<file path="src/rtl/lsu_pkg.sv">
// Shared definitions for the load/store unit.
// Contents: access-size encodings, FSM state type and the alignment check.
package lsu_pkg;

   localparam logic [1:0] SZ_BYTE = 2'b00;
   localparam logic [1:0] SZ_HALF = 2'b01;
   localparam logic [1:0] SZ_WORD = 2'b10;

   typedef enum logic [2:0] {
      StIdle,
      StLoad,
      StRmwRead,
      StStore,
      StDone
   } lsu_state_t;

   // Size 2'b11 behaves as a word access.
   function automatic logic is_misaligned(input logic [1:0] size, input logic [1:0] lane);
      case (size)
         SZ_BYTE: is_misaligned = 1'b0;
         SZ_HALF: is_misaligned = lane[0];
         default: is_misaligned = (lane != 2'b00);
      endcase
   endfunction

endpackage

</file>
<file path="src/rtl/lsu_lane_align.sv">
// Combinational byte-lane steering for the load/store unit (little-endian).
// Ports:
//   size, lane, is_unsigned : access shape (lane = byte address bits [1:0])
//   rd_word                 : word read from memory
//   wdata                   : right-aligned store data
//   load_data               : addressed lane extracted and sign/zero-extended
//   store_word              : rd_word with the addressed lane replaced by wdata
module lsu_lane_align
   import lsu_pkg::*;
(
   input  logic [1:0]  size,
   input  logic [1:0]  lane,
   input  logic        is_unsigned,
   input  logic [31:0] rd_word,
   input  logic [31:0] wdata,
   output logic [31:0] load_data,
   output logic [31:0] store_word
);

   logic [7:0]  rd_byte;
   logic [15:0] rd_half;

   always_comb begin
      rd_byte    = rd_word[{lane, 3'b000} +: 8];
      rd_half    = lane[1] ? rd_word[31:16] : rd_word[15:0];
      load_data  = rd_word;
      store_word = wdata;
      case (size)
         SZ_BYTE: begin
            load_data  = {{24{rd_byte[7] & ~is_unsigned}}, rd_byte};
            store_word = rd_word;
            store_word[{lane, 3'b000} +: 8] = wdata[7:0];
         end
         SZ_HALF: begin
            load_data  = {{16{rd_half[15] & ~is_unsigned}}, rd_half};
            store_word = rd_word;
            if (lane[1]) store_word[31:16] = wdata[15:0];
            else         store_word[15:0]  = wdata[15:0];
         end
         default: begin
            load_data  = rd_word;
            store_word = wdata;
         end
      endcase
   end

endmodule

</file>
<file path="src/rtl/load_store_unit.sv">
// Load/store unit: initiator between the MEM stage and a word-addressed data memory
// with combinational read and posedge write. Sub-word stores are read-modify-write.
// Optional build macro: LSU_BOUNDS_CHECK_EN (reject word index >= MEM_DEPTH).
// Ports:
//   clk, rst (async, active-low)
//   req_valid/req_ready handshake; req_write, req_size, req_unsigned, req_addr, req_wdata
//   resp_valid pulse, resp_err, resp_rdata (held between responses)
//   mem_address, mem_wd, mem_write, mem_rd : memory side
module load_store_unit
   import lsu_pkg::*;
#(
   parameter int unsigned MEM_DEPTH = 20
) (
   input  logic        clk,
   input  logic        rst,
   input  logic        req_valid,
   output logic        req_ready,
   input  logic        req_write,
   input  logic [1:0]  req_size,
   input  logic        req_unsigned,
   input  logic [31:0] req_addr,
   input  logic [31:0] req_wdata,
   output logic        resp_valid,
   output logic        resp_err,
   output logic [31:0] resp_rdata,
   output logic [31:0] mem_address,
   output logic [31:0] mem_wd,
   output logic        mem_write,
   input  logic [31:0] mem_rd
);

   lsu_state_t  state_q;
   logic [31:0] addr_q;
   logic [31:0] wdata_q;
   logic [1:0]  size_q;
   logic        unsigned_q;
   logic [31:0] rdata_q;
   logic [31:0] wd_q;
   logic        err_q;

   logic        bounds_err;
   logic        req_err;
   logic [31:0] load_data;
   logic [31:0] store_word;

`ifdef LSU_BOUNDS_CHECK_EN
   assign bounds_err = ({2'b00, req_addr[31:2]} >= 32'(MEM_DEPTH));
`else
   // No range check in this build; the term is constant zero.
   assign bounds_err = 1'b0 && (MEM_DEPTH != 0);
`endif

   assign req_err = is_misaligned(req_size, req_addr[1:0]) || bounds_err;

   lsu_lane_align u_lane_align (
      .size        (size_q),
      .lane        (addr_q[1:0]),
      .is_unsigned (unsigned_q),
      .rd_word     (mem_rd),
      .wdata       (wdata_q),
      .load_data   (load_data),
      .store_word  (store_word)
   );

   always_ff @(posedge clk or negedge rst) begin
      if (!rst) begin
         state_q    <= StIdle;
         addr_q     <= '0;
         wdata_q    <= '0;
         size_q     <= SZ_BYTE;
         unsigned_q <= 1'b0;
         rdata_q    <= '0;
         wd_q       <= '0;
         err_q      <= 1'b0;
      end else begin
         unique case (state_q)
            StIdle: begin
               if (req_valid) begin
                  addr_q     <= req_addr;
                  wdata_q    <= req_wdata;
                  size_q     <= req_size;
                  unsigned_q <= req_unsigned;
                  if (req_err) begin
                     err_q   <= 1'b1;
                     rdata_q <= '0;
                     state_q <= StDone;
                  end else begin
                     err_q <= 1'b0;
                     if (!req_write) begin
                        state_q <= StLoad;
                     end else begin
                        rdata_q <= '0;
                        // size[1] covers both word and the reserved 2'b11 encoding
                        if (req_size[1]) begin
                           wd_q    <= req_wdata;
                           state_q <= StStore;
                        end else begin
                           state_q <= StRmwRead;
                        end
                     end
                  end
               end
            end
            StLoad: begin
               rdata_q <= load_data;
               state_q <= StDone;
            end
            StRmwRead: begin
               wd_q    <= store_word;
               state_q <= StStore;
            end
            StStore: state_q <= StDone;
            StDone:  state_q <= StIdle;
            default: state_q <= StIdle;
         endcase
      end
   end

   assign req_ready   = (state_q == StIdle);
   assign resp_valid  = (state_q == StDone);
   assign mem_write   = (state_q == StStore);
   assign resp_err    = err_q;
   assign resp_rdata  = rdata_q;
   assign mem_wd      = wd_q;
   assign mem_address = {addr_q[31:2], 2'b00};

endmodule
</file>
<file path="config.mk">
export PLATFORM = sky130hd
export DESIGN_NAME = load_store_unit
export DESIGN_NICKNAME = d
export VERILOG_FILES = /design/src/rtl/lsu_pkg.sv /design/src/rtl/lsu_lane_align.sv /design/src/rtl/load_store_unit.sv
export SDC_FILE = /design/constraint.sdc
export NUM_CORES = 1
export LEC_CHECK = 0
export ABC_AREA = 1
export BUFFER_PORTS_ARGS = -buffer_cell sky130_fd_sc_hd__buf_4
export CAP_MARGIN = 20
export CELL_PAD_IN_SITES_DETAIL_PLACEMENT = 1
export CELL_PAD_IN_SITES_GLOBAL_PLACEMENT = 2
export CORE_ASPECT_RATIO = 2
export CORE_UTILIZATION = 29
export CTS_CLUSTER_SIZE = 20
export DETAILED_ROUTE_END_ITERATION = 6
export PLACE_DENSITY = 0.8
export SLEW_MARGIN = 25
export SYNTH_ARGS = -nofsm -noshare
export SYNTH_HDL_FRONTEND = slang
export SYNTH_SLANG_ARGS = --single-unit
</file>
<file path="constraint.sdc">
create_clock -name clk -period 2.66 [get_ports clk]
set_clock_uncertainty 0.1 [all_clocks]
set_input_delay 0.266 -clock clk [delete_from_list [all_inputs] [get_ports clk]]
set_output_delay 0.266 -clock clk [all_outputs]
set_load 0.05 [all_outputs]
</file>
Word-level counts from Yosys, hierarchy flattened --
Cells that the tools add are included.
Operators by class: $add $sub $neg 1, equal/unequal tests 11, shift-type cells 3, mux-type cells 22, bitwise logic cells 3, reduce and logical (&&, ||, !) cells 10
Operator list (number):
- $pmux W32 S2 | 4
- $mux W32 | 7
- $mux W16 | 3
- $bwmux W32 | 1
- $shift A8 B7 Y32 const A | 1
- $shiftx A32 B6 Y8 | 1
- $shiftx A8 B7 Y32 | 1
- $pmux W3 S3 | 1
- $neg A5 Y7 | 1
- $eq A3 B2 Y1 const B | 2
- $mux W3 | 2
- $reduce_bool A2 Y1 | 3
- $reduce_and A5 Y1 | 1
- $eq A2 B1 Y1 const B | 2
- $logic_not A2 Y1 | 2
- $ne A2 B1 Y1 const B | 2
- $ne A2 B2 Y1 const B | 2
- $eq A3 B1 Y1 const B | 1
- $eq A3 B3 Y1 const B | 1
- $logic_not A3 Y1 | 1
- $ne A3 B1 Y1 const B | 1
- $reduce_and A3 Y1 | 1
- $and A1 B1 Y1 | 2
- $mux W1 | 2
- 5 further kinds | 5
Storage, ports and cells: register bits 135, bits of input ports 103, output and inout port bits 100, logic and storage cells 58

Longest topological paths before layout --
depth in word-level cells 5, gate-level depth with buffers 12, depth with buffers taken out 10

Modules after synthesis --
A second synthesis with hierarchy kept.
Unflattened totals: cell total of the unflattened synthesis 1137, area total of the unflattened synthesis 7942.6 um^2
Modules (own cells, without submodules):
- load_store_unit | times used 1, cells an instance 735, area an instance 5957.0 um^2, sequential area each 3378.2 um^2
- lsu_lane_align | times used 1, cells an instance 402, area an instance 1985.7 um^2, sequential area each 0.0 um^2

Worst setup path before layout --
Ideal clock, no wire load.
path kind reg-to-reg, start point reg addr_q[0], end point reg wd_q[10], in the netlist mem_wd[10], setup time 66 ps, arrival 1921 ps, data required time 2494 ps, setup slack 573 ps, stages on the path, launching flop included 12, buffers on the path 1, period minus slack after synthesis 2087 ps, cells stage by stage dfrtp_1 > clkinv_1 > clkbuf_1 > ha_1 > inv_1 > nor2_1 > inv_1 > o21ai_0 > nand2_1 > nand2_1 > nand3_1 > nand2_1
On the way: cells in the longest elaborated chain, start to end 5, elaborated cells on any way between the ends 6, those cells by class add/sub (1); shift (2); mux (3)
RTL lines:
- start, declared | RTL line load_store_unit.sv:33 | logic [31:0] addr_q;
- start signal, assigned | RTL line load_store_unit.sv:79 | addr_q <= req_addr;
- $neg A5 Y7 (*) | RTL line lsu_lane_align.sv:32 | store_word[{lane, 3'b000} +: 8] = wdata[7:0];
- $shiftx A8 B7 Y32 or $shift A8 B7 Y32 (tied branches) | RTL line lsu_lane_align.sv:32
- $bwmux W32 (*) | RTL line lsu_lane_align.sv:32
- $pmux W32 S2 (*) | RTL line lsu_lane_align.sv:28 | case (size)
- $pmux W32 S2 (*) | RTL line load_store_unit.sv:76 | unique case (state_q)
- end signal, assigned | RTL line load_store_unit.sv:95 | wd_q <= req_wdata;
- end signal, assigned | RTL line load_store_unit.sv:109 | wd_q <= store_word;
- end, declared | RTL line load_store_unit.sv:38 | logic [31:0] wd_q;
Mark *: on every way between the ends. The rest lies on a longest branch, timed or not. A chain may end at the register's enable or synchronous reset.

Worst setup path in the final report --
start point reg state_q[0], end point reg addr_q[27]
On the way: cells in the longest elaborated chain, start to end 2
RTL lines:
- start, declared | RTL line load_store_unit.sv:32 | lsu_state_t state_q;
- start signal, assigned | RTL line load_store_unit.sv:67 | state_q <= StIdle;
- start signal, assigned | RTL line load_store_unit.sv:86 | state_q <= StDone;
- start signal, assigned | RTL line load_store_unit.sv:90 | state_q <= StLoad;
- $logic_not A3 Y1 | RTL line load_store_unit.sv:76
- $reduce_and A2 Y1 (no source line)
Every way passes these cells.

==> key figures <==
Synthesis
  • Netlist cell types: 26
  • Syn Area/Cell: 6.85 um^2
  • #FFs+latches synth: 135
  • Mapped Area: 7880 um^2
  • Syn Inst Count: 1151
  • Yosys Warn Count: 0
  • Seq/Total Area, Yosys: 42.9%

Setup path
  • Worst Path Required: 2.89 ns
  • R2r endpoint: addr_q[27]
  • RR Startpoint: state_q[0]
  • R2R depth: 7
  • Type of origin of the critical path: register
  • Slack of the worst reg-to-reg path: 0.40 ns
  • Crit path max fanout: 66
  • CP Capture Point: addr_q[27]
  • Critical path origin: state_q[0]
  • Arrival time worst endpoint: 2.49 ns
  • Crit path kind: register to register
  • CP endpoint kind: register

Placement
  • Cell Area, Placed: 9460 um^2
  • # port buffers: 200
  • RD Place Congestion: 0.911
  • Post-placement cell count: 1624
  • Placed wire-length estimate: 23200 um

Detailed routing
  • Vias per cell: 4.75
  • First-pass DRT Iterations: 5
  • Detailed router's first-iteration violation count: 409
  • WL/cell: 18.1 um
  • Residual DRC: 0
  • Total wire length: 30900 um
  • Via count: 8100
  • Final ANT Viol Nets: 0

STA
  • Final setup fails: 0
  • RSZ-0062 raised after global routing: no
  • Final slew viol count: 0
  • Rel. slew slack: 42.0%
  • Setup TNS: 0 ns
  • Worst-margin pin slew: 0.870 ns
  • Period utilisation layout: 84.8%
  • Final worst path period need: 2.26 ns
  • Maximum clock frequency: 0.443 GHz
  • Hold Vio Cnt, Final: 0

Layout
  • Most frequent cells in the layout: nand2_1 (506), buf_4 (215), dfrtp_1 (135), o21ai_0 (107), a21oi_1 (98)
  • Fraction of layout cells with a size suffix above 1: 20.0%
  • Commonest non-fill, non-tap cell in the layout: nand2_1
  • Design Area, Final: 10500 um^2
  • Multi-input logic area: 3660 um^2
  • Synth-to-Final Area Change: 33.1%
  • FF/Latch Area: 3380 um^2
  • FILL cells: 3413
  • Nets: 1451
  • Post-layout util: 39.1%
  • Non-Filler Instances: 1704

Run
  • Max Cap Violations: 0

Power
  • VDD IR max: 0.519 mV
  • Pleak: 0.00552 uW
  • Pwr Density: 1400 nW/um^2
  • Total chip power: 14700 uW

Status
  • Status: complete, no violations

Global routing
  • GR Util All Layers: 23.0%
  • Initial antenna violation count: 1
  • Number of global-route vias before repair: 8586
  • First-pass GRT wire length: 47900 um
  • Remaining global-route overflow: 0
  • Largest net degree at the start of global routing: 67

Min path
  • Hold Path Stages: 3
  • Hold Crit Class: input pin to register

Die
  • Die width: 119 um
  • Core ar.: 26800 um^2
  • Die Y: 235 um
  • # IOs: 203
  • Row Count: 85
  • Initial core utilization: 29.4%
  • Die area: 27900 um^2

Clocking
  • TritonCTS clock tree: built
  • Total CTS buffers: 17
  • Root buffer cell: clkbuf_16
  • Worst-path clk slew: 0.06 ns
  • Worst-Skew Late Latency: 0.44 ns
  • CTS resizes: 0
  • H-tree levels: 4
  • Sink Count: 135
  • Postcts setup bufs: 0
  • Clock Tree Buf Depth: 2
==> how the worst min path moves through the flow <==
stage	start	to	slack [ns]
detailed placement	rst	addr_q[25]	0.19
CTS	req_wdata[12]	wdata_q[12]	0.002
global placement	rst	addr_q[30]	0.19
global route	req_wdata[26]	wdata_q[26]	0.008
floorplan	rst	addr_q[0]	-0.13
finish	req_size[0]	size_q[0]	0.01
==> layout make-up <==
| type | count | share of cell area, % |
|---|---|---|
| inverters | 83 | 3.01 |
| repair buffers | 266 | 20.5 |
| diodes | 1 | 0.0239 |
| multi-input cells | 840 | 34.9 |
| clock buffers | 23 | 4.56 |
| well taps | 348 | 4.15 |
| flip-flops and latches | 135 | 32.2 |
| clock inverters | 8 | 0.704 |
==> cell usage after synthesis (all sizes together) <==
cell,n,area [um^2]
nor3,2,10.0
ha,5,62.6
inv,82,310
clkbuf,23,86.3
o211ai,8,60.1
conb,1,3.75
o21ai,108,541
dfrtp,135,3380
nand4,1,21.3
nor2,31,153
buf,71,450
a21oi,98,490
clkinv,1,3.75
nand2,512,1940
nand3,73,375
==> stage by stage <==
step / setup slack, ns / hold WS (ns)
floorplan: 0.573 / -0.130
global placement: 0.511 / 0.185
detailed placement: 0.515 / 0.194
CTS: 0.479 / 0.00153
global route: 0.158 / 0.00792
finish: 0.403 / 0.0147
==> cell families (layout without fill, tap and decap cells) <==
| logic type | Yosys count | in the layout | share of synthesized area (%) |
|---|---|---|---|
| other cells | 1 | 3 | 0.0476 |
| compound gates | 214 | 214 | 13.8 |
| flops | 135 | 135 | 42.9 |
| buf+inv | 177 | 380 | 10.8 |
| fa+ha+maj | 5 | 5 | 0.794 |
| simple gates | 619 | 619 | 31.7 |
==> layer usage <==
metal / vias to the layer above / track usage (%) / routed length, um
met5: - / 0 / 0
met4: 0 / 14.8 / 1690
met3: 70 / 3.25 / 971
met2: 194 / 43.1 / 17000
met1: 3844 / 23.3 / 11200
li1: 3992 / - / -
==> flip-flops by register name (all words and copies together) (netlist names) <==
name,flops
wdata_q,32
resp_rdata,32
size_q,2
unsigned_q,1
resp_err,1
state_q,3
addr_q,32
mem_wd,32
==> worst max-delay path: stages (launching register included) <==
cell and delay (ns):
dfrtp_1 0.42, nor2_4 0.15, nand2_2 0.13, nor2_4 0.13, clkinv_2 0.59, buf_4 0.46, nand2_1 0.07, nand2_1 0.05
==> repair_timing <==
action / CTS / global route
hold endpoints to repair: 103 / 0
setup endpoints to repair: 0 / 0
hold buffers: 48 / 0
==> report_power, final <==
part	internal (uW)	switching (uW)	total, uW
registers	3020	759	3780
clock network	1350	892	2240
logic	2410	6250	8660
Note: power is estimated with default switching activity, not from simulation.
